<file path="src/rtl/spi_bus_arbiter.sv">
`default_nettype none
// ============================================================================
// Module   : spi_bus_arbiter
// Purpose  : Round-robin sharing of one board SPI bus (SCK/MOSI) between
//            NUM_REQ masters. The arbiter owns every peripheral chip-select
//            and frames each tenure with SETUP/HOLD guard cycles plus a
//            one-clock all-CS-high gap.
// Ports    : clk_i, rst_n_i (async, active-low)
//            req_i / cs_sel_i / sck_i / mosi_i : per-master request, 3-bit CS
//                                                index, SCK and MOSI
//            gnt_o (one-hot), sck_o, mosi_o, cs_n_o (active-low)
//            busy_o, owner_o, timeout_o
// Options  : `define SPI_ARB_TIMEOUT_EN builds the TIMEOUT_CYCLES ownership
//            limit; without it timeout_o is tied low.
// Revision : 1.0 - initial release
// ============================================================================
module spi_bus_arbiter #(
    parameter int   NUM_REQ        = 2,
    parameter int   CS_COUNT       = 6,
    parameter int   SETUP_CYCLES   = 2,
    parameter int   HOLD_CYCLES    = 2,
    parameter logic SCK_IDLE       = 1'b0,
    parameter int   TIMEOUT_CYCLES = 65535
) (
    input  logic                 clk_i,
    input  logic                 rst_n_i,
    input  logic [NUM_REQ-1:0]   req_i,
    input  logic [3*NUM_REQ-1:0] cs_sel_i,
    input  logic [NUM_REQ-1:0]   sck_i,
    input  logic [NUM_REQ-1:0]   mosi_i,
    output logic [NUM_REQ-1:0]   gnt_o,
    output logic                 sck_o,
    output logic                 mosi_o,
    output logic [CS_COUNT-1:0]  cs_n_o,
    output logic                 busy_o,
    output logic [1:0]           owner_o,
    output logic                 timeout_o
);

    localparam logic [2:0] c_IDLE  = 3'd0;
    localparam logic [2:0] c_SETUP = 3'd1;
    localparam logic [2:0] c_OWN   = 3'd2;
    localparam logic [2:0] c_HOLD  = 3'd3;
    localparam logic [2:0] c_GAP   = 3'd4;

    localparam logic [3:0] c_SETUP_LAST = 4'(SETUP_CYCLES - 1);
    localparam logic [3:0] c_HOLD_LAST  = 4'(HOLD_CYCLES - 1);

    generate
        if (NUM_REQ < 2 || NUM_REQ > 4 || CS_COUNT < 1 || CS_COUNT > 8 ||
            SETUP_CYCLES < 1 || SETUP_CYCLES > 15 ||
            HOLD_CYCLES < 1 || HOLD_CYCLES > 15 ||
            TIMEOUT_CYCLES < 1 || TIMEOUT_CYCLES > 65535) begin : g_param_check
            $error("spi_bus_arbiter: parameter out of range");
        end
    endgenerate

    // Registered state
    logic [2:0]          r_state;
    logic [3:0]          r_cnt;
    logic [1:0]          r_owner;
    logic [2:0]          r_cs_idx;
    logic [1:0]          r_rr_ptr;
    logic [NUM_REQ-1:0]  r_gnt;
    logic [CS_COUNT-1:0] r_cs_n;
    logic                r_busy;
    logic                r_timeout;

    // Combinational next values
    logic [2:0]          w_state_nxt;
    logic [3:0]          w_cnt_nxt;
    logic [1:0]          w_owner_nxt;
    logic [2:0]          w_cs_idx_nxt;
    logic [1:0]          w_rr_nxt;
    logic [NUM_REQ-1:0]  w_gnt_nxt;
    logic [CS_COUNT-1:0] w_cs_n_nxt;
    logic                w_busy_nxt;
    logic                w_active;
    logic                w_to_fire;
    logic                w_to_hit;

    // Arbitration / owner selection
    logic [NUM_REQ-1:0]  w_mask;
    logic [NUM_REQ-1:0]  w_valid;
    logic                w_found;
    logic                w_found_hi;
    logic [1:0]          w_win_hi;
    logic [1:0]          w_win_lo;
    logic [1:0]          w_win;
    logic [2:0]          w_win_sel;
    logic                w_own_req;
    logic                w_own_sck;
    logic                w_own_mosi;

    // Round robin: the lowest valid index at or above rr_ptr wins; if there
    // is none, the search wraps and the lowest valid index overall wins.
    always_comb begin
        w_valid    = '0;
        w_found    = 1'b0;
        w_found_hi = 1'b0;
        w_win_hi   = '0;
        w_win_lo   = '0;
        w_win_sel  = '0;
        w_own_req  = 1'b0;
        w_own_sck  = SCK_IDLE;
        w_own_mosi = 1'b1;
        for (int n = NUM_REQ - 1; n >= 0; n--) begin
            w_valid[n] = req_i[n] && !w_mask[n] &&
                         (int'(cs_sel_i[3*n +: 3]) < CS_COUNT);
            if (w_valid[n]) begin
                w_found  = 1'b1;
                w_win_lo = 2'(n);
                if (n >= int'(r_rr_ptr)) begin
                    w_found_hi = 1'b1;
                    w_win_hi   = 2'(n);
                end
            end
        end
        w_win = w_found_hi ? w_win_hi : w_win_lo;
        for (int n = 0; n < NUM_REQ; n++) begin
            if (w_win == 2'(n)) begin
                w_win_sel = cs_sel_i[3*n +: 3];
            end
            if (r_owner == 2'(n)) begin
                w_own_req  = req_i[n];
                w_own_sck  = sck_i[n];
                w_own_mosi = mosi_i[n];
            end
        end
    end

`ifdef SPI_ARB_TIMEOUT_EN
    logic [15:0]        r_to_cnt;
    logic [NUM_REQ-1:0] r_mask;
    logic [NUM_REQ-1:0] w_to_set;

    assign w_to_hit = (r_to_cnt == 16'(TIMEOUT_CYCLES - 1));
    assign w_mask   = r_mask;

    always_comb begin
        w_to_set = '0;
        for (int n = 0; n < NUM_REQ; n++) begin
            w_to_set[n] = w_to_fire && (r_owner == 2'(n));
        end
    end

    // Counter sits at zero outside OWN, so it is clear on OWN entry. A
    // timed-out master stays masked until its request is seen low.
    always_ff @(posedge clk_i or negedge rst_n_i) begin
        if (!rst_n_i) begin
            r_to_cnt <= '0;
            r_mask   <= '0;
        end else begin
            if (r_state != c_OWN) begin
                r_to_cnt <= '0;
            end else begin
                r_to_cnt <= r_to_cnt + 16'd1;
            end
            r_mask <= (r_mask | w_to_set) & req_i;
        end
    end
`else
    assign w_to_hit = 1'b0;
    assign w_mask   = '0;
`endif

    // State register and registered outputs
    always_ff @(posedge clk_i or negedge rst_n_i) begin
        if (!rst_n_i) begin
            r_state   <= c_IDLE;
            r_cnt     <= '0;
            r_owner   <= '0;
            r_cs_idx  <= '0;
            r_rr_ptr  <= '0;
            r_gnt     <= '0;
            r_cs_n    <= '1;
            r_busy    <= 1'b0;
            r_timeout <= 1'b0;
        end else begin
            r_state   <= w_state_nxt;
            r_cnt     <= w_cnt_nxt;
            r_owner   <= w_owner_nxt;
            r_cs_idx  <= w_cs_idx_nxt;
            r_rr_ptr  <= w_rr_nxt;
            r_gnt     <= w_gnt_nxt;
            r_cs_n    <= w_cs_n_nxt;
            r_busy    <= w_busy_nxt;
            r_timeout <= w_to_fire;
        end
    end

    // Next-state logic
    always_comb begin
        w_state_nxt  = r_state;
        w_cnt_nxt    = r_cnt;
        w_owner_nxt  = r_owner;
        w_cs_idx_nxt = r_cs_idx;
        w_rr_nxt     = r_rr_ptr;
        w_to_fire    = 1'b0;
        case (r_state)
            c_IDLE: begin
                if (w_found) begin
                    w_state_nxt  = c_SETUP;
                    w_owner_nxt  = w_win;
                    w_cs_idx_nxt = w_win_sel;
                    w_cnt_nxt    = '0;
                end
            end
            c_SETUP: begin
                // A request dropped during setup aborts without a grant.
                if (!w_own_req) begin
                    w_state_nxt = c_HOLD;
                    w_cnt_nxt   = '0;
                end else if (r_cnt == c_SETUP_LAST) begin
                    w_state_nxt = c_OWN;
                    w_cnt_nxt   = '0;
                end else begin
                    w_cnt_nxt = r_cnt + 4'd1;
                end
            end
            c_OWN: begin
                if (!w_own_req) begin
                    w_state_nxt = c_HOLD;
                    w_cnt_nxt   = '0;
                end else if (w_to_hit) begin
                    w_state_nxt = c_HOLD;
                    w_cnt_nxt   = '0;
                    w_to_fire   = 1'b1;
                end
            end
            c_HOLD: begin
                if (r_cnt == c_HOLD_LAST) begin
                    w_state_nxt = c_GAP;
                end else begin
                    w_cnt_nxt = r_cnt + 4'd1;
                end
            end
            c_GAP: begin
                w_state_nxt = c_IDLE;
                w_rr_nxt    = (r_owner == 2'(NUM_REQ - 1)) ? 2'd0 : r_owner + 2'd1;
            end
            default: begin
                w_state_nxt = c_IDLE;
            end
        endcase
    end

    // Output logic: registered outputs are decoded from the next state;
    // SCK/MOSI are a zero-latency mux from the registered owner.
    always_comb begin
        w_active   = (w_state_nxt == c_SETUP) || (w_state_nxt == c_OWN) ||
                     (w_state_nxt == c_HOLD);
        w_busy_nxt = (w_state_nxt != c_IDLE);
        w_gnt_nxt  = '0;
        w_cs_n_nxt = '1;
        for (int i = 0; i < NUM_REQ; i++) begin
            w_gnt_nxt[i] = (w_state_nxt == c_OWN) && (w_owner_nxt == 2'(i));
        end
        for (int i = 0; i < CS_COUNT; i++) begin
            w_cs_n_nxt[i] = !(w_active && (w_cs_idx_nxt == 3'(i)));
        end
        sck_o  = (r_state == c_OWN) ? w_own_sck  : SCK_IDLE;
        mosi_o = (r_state == c_OWN) ? w_own_mosi : 1'b1;
    end

    assign gnt_o     = r_gnt;
    assign cs_n_o    = r_cs_n;
    assign busy_o    = r_busy;
    assign owner_o   = r_owner;
    assign timeout_o = r_timeout;

endmodule
`default_nettype wire

</file>
<file path="config.mk">
export PLATFORM = sky130hd
export DESIGN_NAME = spi_bus_arbiter
export DESIGN_NICKNAME = d
export VERILOG_FILES = /design/src/rtl/spi_bus_arbiter.sv
export SDC_FILE = /design/constraint.sdc
export NUM_CORES = 1
export LEC_CHECK = 0
export CAP_MARGIN = 40
export CORE_MARGIN = 2
export CORE_UTILIZATION = 38
export CTS_BUF_LIST = sky130_fd_sc_hd__clkbuf_16
export CTS_CLUSTER_SIZE = 25
export DETAILED_ROUTE_END_ITERATION = 6
export HOLD_SLACK_MARGIN = 0.15
export PLACE_DENSITY_LB_ADDON = 0.12
export SLEW_MARGIN = 40
export SYNTH_ARGS = -nofsm -noshare
export SYNTH_HDL_FRONTEND = slang
export SYNTH_SLANG_ARGS = --single-unit
</file>
<file path="constraint.sdc">
create_clock -name clk_i -period 1.9 [get_ports clk_i]
set_clock_uncertainty 0.1 [all_clocks]
set_input_delay 0.285 -clock clk_i [delete_from_list [all_inputs] [get_ports clk_i]]
set_output_delay 0.285 -clock clk_i [all_outputs]
set_load 0.05 [all_outputs]
</file>
==> results of run 1 <==
==> timing repair <==
item / 4_1_cts / 5_1_grt
setup buffers: 3 / 2
pin swaps: 8 / 7
endpoints found under the setup margin: 6 / 8
gates resized for setup: 19 / 11
==> layout by cell type (no fill, tap or decap), drive strengths merged, types with 6 or more instances in the layout <==
master,instances
clkdlybuf4s50,10
nand2,13
dlygate4sd2,6
inv,7
o21ai,9
dfrtp,17
buf,42
a21oi,6
dfstp,6
nor2,6
==> state kept, by name (all words and copies together), names as in the netlist <==
register,flops
busy_o,1
r_rr_ptr,2
r_cnt,4
r_cs_idx,3
cs_n_o,6
r_state,3
gnt_o,2
owner_o,2
==> final timing paths <==
check / from / end / slack [ps] / cells after the start
max in group asynchronous: rst_n_i / cs_n_o[5]$_DFF_PN1_ / 1130 / 2
min in group clk_i: r_rr_ptr[1]$_DFFE_PN0N_ / r_rr_ptr[1]$_DFFE_PN0N_ / 400 / 2
min: rst_n_i / r_cs_idx[1]$_DFF_PN0_ / 290 / 2
min reg2reg: r_rr_ptr[1]$_DFFE_PN0N_ / r_rr_ptr[1]$_DFFE_PN0N_ / 400 / 2
max reg2reg: r_rr_ptr[0]$_DFFE_PN0N_ / cs_n_o[0]$_DFF_PN1_ / 60 / 7
max: r_rr_ptr[0]$_DFFE_PN0N_ / cs_n_o[0]$_DFF_PN1_ / 60 / 7
==> routing by layer <==
metal	up-vias	routed length, um
li1	545	-
met1	526	1350
met2	23	1570
met3	4	119
met4	0	32
met5	-	0
==> logic make-up after synthesis <==
| logic type | synth area share [%] |
|---|---|
| AOI/OAI and AO/OA | 19.5 |
| xor gates and xnor gates | 0.723 |
| adders and majority gates | 2.07 |
| buffers and inverters | 4.65 |
| DFF | 48.1 |
| muxes | 2.48 |
| other | 0.310 |
| and+or+nand+nor | 22.1 |
==> worst reg2reg max path: cells and delay by family, from the launching register on <==
| family | cells | cell delay [ps] |
|---|---|---|
| AND/OR/NAND/NOR | 3 | 770 |
| flip-flops | 1 | 400 |
| AO/OA/AOI/OAI | 2 | 300 |
| buffers and inverters | 2 | 180 |
==> report_power, final <==
part           switching, W  total, W  internal, W  leakage [nW]
combinational       0.00106   0.00193     0.000874         0.533
clock              0.000172  0.000455     0.000283        0.0409
sequential         0.000121  0.000830     0.000708         0.276
==> through the flow <==
stage	total power, W	hold WS (ps)	cell area (um2)	instances	worst slack, ps
floorplan	0.00185	-111	1230	120	27.0
global placement	0.00252	376	1720	212	-300
detailed placement	0.00256	389	1720	212	-344
CTS	0.00313	301	1890	219	-2.85
global route	0.00344	307	1940	221	-11.8
finish	0.00322	287	1940	221	61.9
==> area by class of cell <==
| type | instances | area [um2] | share of cell area [%] |
|---|---|---|---|
| clock buffers | 3 | 75.1 | 3.88 |
| clock inverters | 1 | 5.00 | 0.258 |
| inverters | 7 | 26.3 | 1.36 |
| multi-input cells | 85 | 696 | 35.9 |
| flip-flops and latches | 23 | 587 | 30.3 |
| well taps | 44 | 55.1 | 2.84 |
| repair buffers | 58 | 493 | 25.5 |
==> impl_metrics.json, run 1 <==
{
  "status": "complete, no violations",
  "core.rowCount": 20,
  "syn-instance-count": 120,
  "synth_area_mm2": 0.00121,
  "routed_wl_mm": 3.07,
  "rsz0062_at_grt": "yes",
  "die_y_um": 60.5,
  "ys_seq_area_share_pct": 48.1,
  "syn_area_per_cell_um2": 10.1,
  "vias": 1098,
  "synth_top_area_share_pct": 35.1,
  "grt-ovfl-total": 0,
  "dpl.hpwl_mm": 2.25,
  "viasPerCell": 4.97,
  "crit_required_ps": 1970,
  "hp-class": "primary input to asynchronous set/reset pin",
  "syn_nets": 136,
  "worstPathArrival_ps": 1910,
  "setup_viol": 0,
  "grt.busiest_layer": "met2",
  "worst-path-buf-inv": 2,
  "worstPathCellList": "and2b_1 > buf_4 > a211oi_2 > o21ai_2 > nand2_2 > inv_2 > or4b_1",
  "postRouteAntennaNets": 0,
  "die_x_um": 60.5,
  "cpPeakStageDelay_ps": 510,
  "clkLatencyLatePin_ps": 250,
  "fillers": 256,
  "diodes": 0,
  "synth.top_cells.by_area": "dfrtp_1 (35%), dfstp_2 (13%), nand2_1 (3.7%)",
  "critPathCaptureType": "flip-flop",
  "start_util_pct": 39.7,
  "grt_pass1_vias": 1125,
  "slew-limit-headroom_pct": 66.5,
  "vdd_drop_max_uv": 939,
  "async_flop_share_pct": 100,
  "yosysWarningCount": 0,
  "p_leak_nw": 0.849,
  "drcViolationCount": 0,
  "path_class": "flip-flop to flip-flop",
  "tightest_slew_ps": 501,
  "cts_sinks": 23,
  "drtIter0Drc": 28,
  "syn2layout_area_growth_pct": 59.9,
  "ioPinCount": 28,
  "yosysTopAreaCell": "dfrtp_1",
  "synth.most_common_cell": "dfrtp_1",
  "power.density_mw_per_mm2": 1660,
  "cts_htree_levels": 1,
  "cp-start-kind": "flip-flop",
  "ys.flop_type": "dfrtp_1",
  "grt_pass1_wl_mm": 5.06,
  "post-route-period-util_pct": 96.7,
  "drv_cap": 0,
  "grtUsageMet2_pct": 33.7,
  "synth_common_cells": "dfrtp_1 (17), nand2_1 (12)",
  "fin_crit_ps": 1840,
  "drt_first_pass_iters": 4,
  "io_buffers": 26,
  "antenna_found_initial": 0,
  "avgRoutedWirePerCell_um": 13.9,
  "root_buffer": "clkbuf_16",
  "fmax_ghz": 0.544,
  "path_clk_slew_ps": 60,
  "die-area_mm2": 0.00365,
  "grt_use_total_pct": 18.9,
  "gp_congestion": 0.744,
  "drive_above_1_share_pct": 45.8,
  "synth-edff-count": 0,
  "path_max_fanout": 3,
  "fin_nets": 194,
  "cts.hold.buffers_added": 0,
  "hold_viol": 0,
  "slew_violations": 0,
  "ys_types": 48,
  "cts_tree": "yes",
  "ys_seq_elements": 23,
  "critPathTopFamily": "simple AND/OR/NAND/NOR gates",
  "clock_path_buffers": 2,
  "grt_max_degree": 24,
  "final_util_pct": 63.4,
  "numCtsBuffers": 3,
  "grtUsageMet3_pct": 3.41,
  "setup_tns_ps": 0,
  "core_region_area_mm2": 0.00305,
  "slowest_stage": "or4b_1",
  "use_met1_pct": 23.0
}
Note: power is estimated with default switching activity, not from simulation.
==> run 2: changes to the inputs <==
- HOLD_SLACK_MARGIN: 0.15 -> 0.05
==> results of run 2 <==
Final layout, timing and power as in run 1 (identical DEF).
